## src/rtl/cpu_seq_pkg.sv

```systemverilog
// ---------------------------------------------------------------------------
// cpu_seq_pkg
//   Shared definitions for the CPU sequencer slice.
//   - seq_state_e : sequencer state encoding (FETCH / EXEC / HALT)
//   - EXEC_MAX_DEF: default maximum execute cycles per instruction
//   - CNT_W_DEF   : default performance counter width
// ---------------------------------------------------------------------------
package cpu_seq_pkg;

    typedef enum logic [1:0] {
        SEQ_FETCH = 2'd0,
        SEQ_EXEC  = 2'd1,
        SEQ_HALT  = 2'd2
    } seq_state_e;

    localparam int EXEC_MAX_DEF = 2;
    localparam int CNT_W_DEF    = 16;

endpackage : cpu_seq_pkg

```

## src/rtl/cpu_sequencer_sat_counter.sv

```systemverilog
// ---------------------------------------------------------------------------
// sat_counter
//   Up-counter that sticks at all-ones instead of wrapping.
//   Ports:
//     clk   - clock, rising edge
//     reset - synchronous active-high clear
//     inc   - count enable for this cycle
//     count - current count value (WIDTH bits)
// ---------------------------------------------------------------------------
module sat_counter #(
    parameter int WIDTH = 16
) (
    input  logic             clk,
    input  logic             reset,
    input  logic             inc,
    output logic [WIDTH-1:0] count
);

    always_ff @(posedge clk) begin
        if (reset) begin
            count <= '0;
        end else if (inc && (count != '1)) begin
            count <= count + WIDTH'(1);
        end
    end

endmodule : sat_counter

```

## src/rtl/cpu_sequencer.sv

```systemverilog
// ---------------------------------------------------------------------------
// cpu_sequencer
//   Instruction sequencer: FETCH -> EXEC (1..EXEC_MAX cycles) -> FETCH,
//   with an optional HALT state entered when halt_req is seen on the
//   retiring cycle of an instruction.
//
//   Parameters:
//     EXEC_MAX - maximum execute cycles per instruction (1..8)
//     CNT_W    - performance counter width
//
//   Ports:
//     clk       - clock, rising edge
//     reset     - synchronous active-high reset (back to FETCH)
//     stall     - hold current FETCH/EXEC state (ignored in HALT)
//     exec_len  - execute length of the instruction being fetched
//     halt_req  - halt after the instruction retiring this cycle
//     resume    - leave HALT
//     fetch     - high in FETCH
//     exec      - one-hot execute cycle index, zero outside EXEC
//     halted    - high in HALT
//     phase     - 0 in FETCH, k+1 in execute cycle k, EXEC_MAX+1 in HALT
//     retire    - final unstalled execute cycle of an instruction
//     cycle_cnt - non-HALT cycle count (saturating)
//     instr_cnt - retired instruction count (saturating)
//
//   Build option:
//     CPU_SEQ_PERF_COUNT_EN - when defined, cycle_cnt/instr_cnt are live
//     saturating counters; otherwise they are tied to zero and no counter
//     registers exist.
// ---------------------------------------------------------------------------
module cpu_sequencer
    import cpu_seq_pkg::*;
#(
    parameter  int EXEC_MAX = EXEC_MAX_DEF,
    parameter  int CNT_W    = CNT_W_DEF,
    localparam int LEN_W    = $clog2(EXEC_MAX + 1),
    localparam int PH_W     = $clog2(EXEC_MAX + 2)
) (
    input  logic                clk,
    input  logic                reset,
    input  logic                stall,
    input  logic [LEN_W-1:0]    exec_len,
    input  logic                halt_req,
    input  logic                resume,
    output logic                fetch,
    output logic [EXEC_MAX-1:0] exec,
    output logic                halted,
    output logic [PH_W-1:0]     phase,
    output logic                retire,
    output logic [CNT_W-1:0]    cycle_cnt,
    output logic [CNT_W-1:0]    instr_cnt
);

    seq_state_e       state_q, state_d;
    logic [LEN_W-1:0] k_q, k_d;
    logic [LEN_W-1:0] len_q, len_d;
    logic [LEN_W-1:0] len_lat;
    logic             last_exec;

    // Clamp the requested length into 1..EXEC_MAX before latching.
    always_comb begin
        len_lat = exec_len;
        if (exec_len == '0) begin
            len_lat = LEN_W'(1);
        end else if (exec_len > LEN_W'(EXEC_MAX)) begin
            len_lat = LEN_W'(EXEC_MAX);
        end
    end

    // k never exceeds EXEC_MAX-1, so k+1 fits in LEN_W bits.
    assign last_exec = ((k_q + LEN_W'(1)) == len_q);

    // ---------------- state register ----------------
    always_ff @(posedge clk) begin
        if (reset) begin
            state_q <= SEQ_FETCH;
            k_q     <= '0;
            len_q   <= LEN_W'(1);
        end else begin
            state_q <= state_d;
            k_q     <= k_d;
            len_q   <= len_d;
        end
    end

    // ---------------- next state / retire ----------------
    always_comb begin
        state_d = state_q;
        k_d     = k_q;
        len_d   = len_q;
        retire  = 1'b0;
        unique case (state_q)
            SEQ_FETCH: begin
                if (!stall) begin
                    len_d   = len_lat;
                    k_d     = '0;
                    state_d = SEQ_EXEC;
                end
            end
            SEQ_EXEC: begin
                if (!stall) begin
                    if (last_exec) begin
                        // A reset on this edge aborts the instruction, so
                        // it does not count as retired.
                        retire  = !reset;
                        k_d     = '0;
                        state_d = halt_req ? SEQ_HALT : SEQ_FETCH;
                    end else begin
                        k_d = k_q + LEN_W'(1);
                    end
                end
            end
            SEQ_HALT: begin
                if (resume) begin
                    state_d = SEQ_FETCH;
                end
            end
            default: begin
                state_d = SEQ_FETCH;
                k_d     = '0;
                len_d   = LEN_W'(1);
            end
        endcase
    end

    // ---------------- Moore outputs ----------------
    always_comb begin
        fetch  = 1'b0;
        halted = 1'b0;
        exec   = '0;
        phase  = '0;
        unique case (state_q)
            SEQ_FETCH: begin
                fetch = 1'b1;
            end
            SEQ_EXEC: begin
                exec  = EXEC_MAX'(1) << k_q;
                phase = PH_W'(k_q) + PH_W'(1);
            end
            SEQ_HALT: begin
                halted = 1'b1;
                phase  = PH_W'(EXEC_MAX + 1);
            end
            default: begin
                fetch = 1'b0;
            end
        endcase
    end

    // ---------------- performance counters ----------------
`ifdef CPU_SEQ_PERF_COUNT_EN
    logic cyc_inc;
    assign cyc_inc = (state_q != SEQ_HALT);

    sat_counter #(.WIDTH(CNT_W)) u_cycle_cnt (
        .clk   (clk),
        .reset (reset),
        .inc   (cyc_inc),
        .count (cycle_cnt)
    );

    sat_counter #(.WIDTH(CNT_W)) u_instr_cnt (
        .clk   (clk),
        .reset (reset),
        .inc   (retire),
        .count (instr_cnt)
    );
`else
    assign cycle_cnt = '0;
    assign instr_cnt = '0;
`endif

endmodule : cpu_sequencer

```

## config.mk

```make
export PLATFORM = sky130hd
export DESIGN_NAME = cpu_sequencer
export DESIGN_NICKNAME = d
export VERILOG_FILES = /design/src/rtl/cpu_seq_pkg.sv /design/src/rtl/cpu_sequencer_sat_counter.sv /design/src/rtl/cpu_sequencer.sv
export SDC_FILE = /design/constraint.sdc
export NUM_CORES = 1
export LEC_CHECK = 0
export BUFFER_PORTS_ARGS = -buffer_cell sky130_fd_sc_hd__buf_2
export CORE_MARGIN = 1.5
export CORE_UTILIZATION = 40
export DETAILED_ROUTE_END_ITERATION = 12
export PLACE_DENSITY = 0.84
export SYNTH_ARGS = -nofsm -noshare
export SYNTH_HDL_FRONTEND = slang
export SYNTH_HIERARCHICAL = 1
export SYNTH_SLANG_ARGS = --single-unit
```

## constraint.sdc

```tcl
create_clock -name clk -period 2.2 [get_ports clk]
set_clock_uncertainty 0.05 [all_clocks]
set_input_delay 0.44 -clock clk [delete_from_list [all_inputs] [get_ports clk]]
set_output_delay 0.44 -clock clk [all_outputs]
set_load 0.02 [all_outputs]
```

==> metrics.txt <==
# TYPE chip_impl_metric gauge
chip_impl_info{name="run_status",value="finished, final reports clean"} 1
chip_impl_metric{name="num-fill-cells",unit=""} 164
chip_impl_metric{name="core_util_final",unit="%"} 44.40
chip_impl_info{name="r2r-start",value="k_q[0]"} 1
chip_impl_metric{name="route.final.wire_length",unit="mm"} 1.120
chip_impl_metric{name="grt_util_all_layers",unit="%"} 11.72
chip_impl_metric{name="boundaryPins",unit=""} 46
chip_impl_info{name="r2r-end",value="k_q[1]"} 1
chip_impl_metric{name="clkSlewWorstSetupHoldPaths",unit="ns"} 0.05
chip_impl_metric{name="dieArea",unit="sq um"} 1921
chip_impl_info{name="cp-end-kind",value="output port"} 1
chip_impl_metric{name="grt.overflow.total",unit=""} 0
chip_impl_metric{name="drt_drc_violations_left",unit=""} 0
chip_impl_metric{name="final_area",unit="sq um"} 684.4
chip_impl_metric{name="syn_inst",unit=""} 87
chip_impl_metric{name="synth_register_bits",unit=""} 6
chip_impl_metric{name="rows",unit=""} 14
chip_impl_metric{name="timing.final.max_slew_violations",unit=""} 0
chip_impl_info{name="ctsRootBufferMaster",value="sky130_fd_sc_hd__clkbuf_4"} 1
chip_impl_metric{name="max-clock-path-buffers",unit=""} 2
chip_impl_metric{name="synth.yosys.warnings",unit=""} 6
chip_impl_info{name="endpoint_worst_hold",value="state_q[0]"} 1
chip_impl_metric{name="num_antenna_cells",unit=""} 0
chip_impl_metric{name="ff2ff_setup_slack",unit="ns"} 0.19
chip_impl_metric{name="min_path_cells",unit=""} 2
chip_impl_metric{name="power.ir.vdd_worst",unit="uV"} 364.0
chip_impl_metric{name="final_clock_period_utilization_by_the_worst_path",unit="%"} 97.05
chip_impl_metric{name="drt_iter0_drc",unit=""} 12
chip_impl_info{name="worst-setup-path-type",value="reg2out"} 1
chip_impl_metric{name="p_leak",unit="uW"} 0.0003414
chip_impl_metric{name="input_output_buffers",unit=""} 12
chip_impl_metric{name="drive_gt1_share",unit="%"} 23.30
chip_impl_info{name="hp-class",value="in2reg"} 1
chip_impl_metric{name="hpwlAfterDp",unit="microns"} 840.3
chip_impl_info{name="type_of_origin_of_the_critical_path",value="register"} 1
chip_impl_metric{name="drt-wirelength-per-cell",unit="microns"} 9.412
chip_impl_metric{name="mappedNetlistArea",unit="sq um"} 666.9
chip_impl_metric{name="maximum_number_of_pins_on_one_net_before_global_route_repair",unit=""} 9
chip_impl_metric{name="synth_seq_area_share",unit="%"} 18.01
chip_impl_metric{name="worst_ep_required_time",unit="ns"} 1.71
chip_impl_metric{name="layout_min_cycle_time",unit="ns"} 2.135
chip_impl_metric{name="placeableCoreArea",unit="sq um"} 1541
chip_impl_metric{name="route.antenna.remaining_nets",unit=""} 0
chip_impl_metric{name="cp_data_arrival_time",unit="ns"} 1.65
chip_impl_info{name="tritoncts",value="built"} 1
chip_impl_metric{name="drtPass1Iterations",unit=""} 4
chip_impl_info{name="worstHoldStart",value="reset"} 1
chip_impl_metric{name="final-hold-violation-count",unit=""} 0
chip_impl_metric{name="timing.fmax",unit="GHz"} 0.4684
chip_impl_metric{name="drv.max_cap_violation_count",unit=""} 0
chip_impl_metric{name="postPlaceCellArea",unit="sq um"} 623.1
chip_impl_metric{name="crit_path_max_fanout",unit=""} 5
chip_impl_metric{name="grt_antenna_before_repair",unit=""} 0
chip_impl_metric{name="grt_first_pass_wirelength",unit="mm"} 1.690
chip_impl_metric{name="die_w",unit="microns"} 43.83
chip_impl_metric{name="floorplan.initialDensity",unit="%"} 43.26
chip_impl_metric{name="vias_after_detailed_routing",unit=""} 523
chip_impl_metric{name="synth.avg_cell_area",unit="sq um"} 7.665
chip_impl_metric{name="clkSinkCount",unit=""} 6
chip_impl_metric{name="reg2regPathDepth",unit=""} 8
chip_impl_metric{name="syn2layout_area_growth",unit="%"} 2.627
chip_impl_metric{name="synth_cell_types",unit=""} 23
chip_impl_metric{name="cts.hold.buffers_added",unit=""} 0
chip_impl_metric{name="cts_buffers",unit=""} 3
chip_impl_metric{name="power.density_cell_area",unit="nW/um^2"} 641.5
chip_impl_metric{name="cts-htree-levels",unit=""} 1
chip_impl_metric{name="clock_insertion_delay_worst_skew",unit="ns"} 0.25
chip_impl_metric{name="chipHeight",unit="microns"} 43.83
chip_impl_metric{name="routed_vias_inst",unit=""} 4.395
chip_impl_metric{name="num-nets-final",unit=""} 117
chip_impl_metric{name="gpl.final_weighted_congestion",unit=""} 0.8690
chip_impl_metric{name="grt_pass1_vias",unit=""} 404
chip_impl_metric{name="setup_viol",unit=""} 0
==> what timing repair did <==
action | 4_1_cts | 5_1_grt
endpoints found under the hold margin | 0 | 0
buffers inserted | 1 | 1
gates resized for setup | 2 | 4
pin swaps | 1 | 1
setup endpoints to repair | 1 | 1
==> cell families (layout without fill, tap and decap cells) <==
kind of cell    Yosys count  after routing  synth area share, %
xor+xnor                  2              2                2.627
fa+ha+maj                 5              5                9.381
other cells               1             32               0.5623
compound gates           16             16                13.88
flops                     6              6                18.01
simple gates             17             17                13.88
buf+inv                  39             24                39.96
mux                       1              1                1.688
==> cells in the final DEF (no fill, tap or decap) <==
master,instances
sky130_fd_sc_hd__o21ai_0,6
sky130_fd_sc_hd__o21a_1,2
sky130_fd_sc_hd__buf_2,11
sky130_fd_sc_hd__xnor2_1,1
sky130_fd_sc_hd__or4_1,1
sky130_fd_sc_hd__inv_2,1
sky130_fd_sc_hd__nand2b_1,1
sky130_fd_sc_hd__nor2_2,1
sky130_fd_sc_hd__a21oi_1,6
sky130_fd_sc_hd__and2_1,3
sky130_fd_sc_hd__conb_1,32
sky130_fd_sc_hd__ha_4,1
sky130_fd_sc_hd__nor2b_1,1
sky130_fd_sc_hd__buf_4,3
sky130_fd_sc_hd__mux2_2,1
sky130_fd_sc_hd__nand3b_1,2
sky130_fd_sc_hd__dfxtp_2,1
sky130_fd_sc_hd__nor2_1,2
sky130_fd_sc_hd__inv_1,6
sky130_fd_sc_hd__clkbuf_4,3
sky130_fd_sc_hd__nor3_2,1
sky130_fd_sc_hd__dfxtp_1,5
sky130_fd_sc_hd__nand2_1,3
sky130_fd_sc_hd__a22oi_1,1
sky130_fd_sc_hd__a22o_2,1
sky130_fd_sc_hd__ha_1,4
sky130_fd_sc_hd__nand3_1,1
sky130_fd_sc_hd__nand4_1,1
sky130_fd_sc_hd__xor2_1,1
==> registers in the layout (all words and copies together) (netlist names) <==
signal and count:
k_q 2, state_q 2, len_q 2
==> worst max-delay path, stage by stage (launching register included) <==
cell and delay [ns]:
sky130_fd_sc_hd__dfxtp_2 0.37, sky130_fd_sc_hd__inv_2 0.07, sky130_fd_sc_hd__ha_4 0.25, sky130_fd_sc_hd__xor2_1 0.16, sky130_fd_sc_hd__nor2_2 0.14, sky130_fd_sc_hd__nand2_1 0.08
sky130_fd_sc_hd__nor3_2 0.15, sky130_fd_sc_hd__buf_4 0.17
==> worst max-delay path by stage <==
stage / start / endpoint / depth (start not counted)
after global routing: k_q[0] / retire / 7
after detailed placement: k_q[0] / retire / 7
after CTS: k_q[0] / retire / 7
after floorplan: k_q[0] / retire / 6
final: k_q[0] / retire / 7
after global placement: k_q[0] / retire / 7
==> metal layers <==
layer | track usage [%] | share of wire, % | vias up
met5 | 0 | 0 | -
li1 | - | - | 253
met2 | 17.65 | 49 | 37
met1 | 15.62 | 40 | 231
met3 | 2.917 | 9.6 | 2
met4 | 5.455 | 0.71 | 0
==> stage by stage <==
stage	setup WS, ns	setup TNS [ns]	hold WS [ns]	total power (uW)	instances
finish	0.06491	0	0.4013	439.0	119
global route	-0.05105	-0.05105	0.4110	472.7	119
global placement	0.1684	0	0.3943	310.6	114
floorplan	0.1186	0	0.3758	320.2	118
detailed placement	0.1223	0	0.4041	315.4	114
CTS	0.05066	0	0.3973	423.9	118
==> report_power, final <==
group          switching, uW  internal (uW)  leakage, uW  total [uW]
clock network           41.4           61.8    0.0000138         103
logic                    140           68.8     0.000278         208
registers               8.18            119    0.0000494         127
==> cell usage after synthesis <==
library cell,instances,area (sq um)
sky130_fd_sc_hd__a22oi_1,1,7.510
sky130_fd_sc_hd__inv_1,7,26.28
sky130_fd_sc_hd__nor2b_1,1,6.260
sky130_fd_sc_hd__xor2_1,1,8.760
sky130_fd_sc_hd__nand2b_1,1,6.260
sky130_fd_sc_hd__ha_1,5,62.56
sky130_fd_sc_hd__mux2_2,1,11.26
sky130_fd_sc_hd__buf_4,32,240.2
sky130_fd_sc_hd__conb_1,1,3.750
sky130_fd_sc_hd__or4_1,1,7.510
sky130_fd_sc_hd__nor2_1,3,11.26
sky130_fd_sc_hd__xnor2_1,1,8.760
sky130_fd_sc_hd__a22o_2,1,10.01
sky130_fd_sc_hd__a21oi_1,6,30.03
sky130_fd_sc_hd__o21a_1,2,15.01
sky130_fd_sc_hd__nor3_1,1,5.000
sky130_fd_sc_hd__nand2_1,3,11.26
sky130_fd_sc_hd__o21ai_0,6,30.03
sky130_fd_sc_hd__nand3_1,1,5.000
sky130_fd_sc_hd__and2_1,3,18.77
sky130_fd_sc_hd__nand4_1,1,6.260
sky130_fd_sc_hd__nand3b_1,2,15.01
sky130_fd_sc_hd__dfxtp_1,6,120.1
==> cell type report <==
class	instances	area, sq um	share of cell area [%]
multi-input combinational	73	416.7	60.88
sequential	6	121.4	17.73
timing repair buffer	14	77.57	11.33
inverter	7	26.28	3.839
clock buffer	3	22.52	3.291
tap	16	20.02	2.925
(Power assumes the default switching activity.)
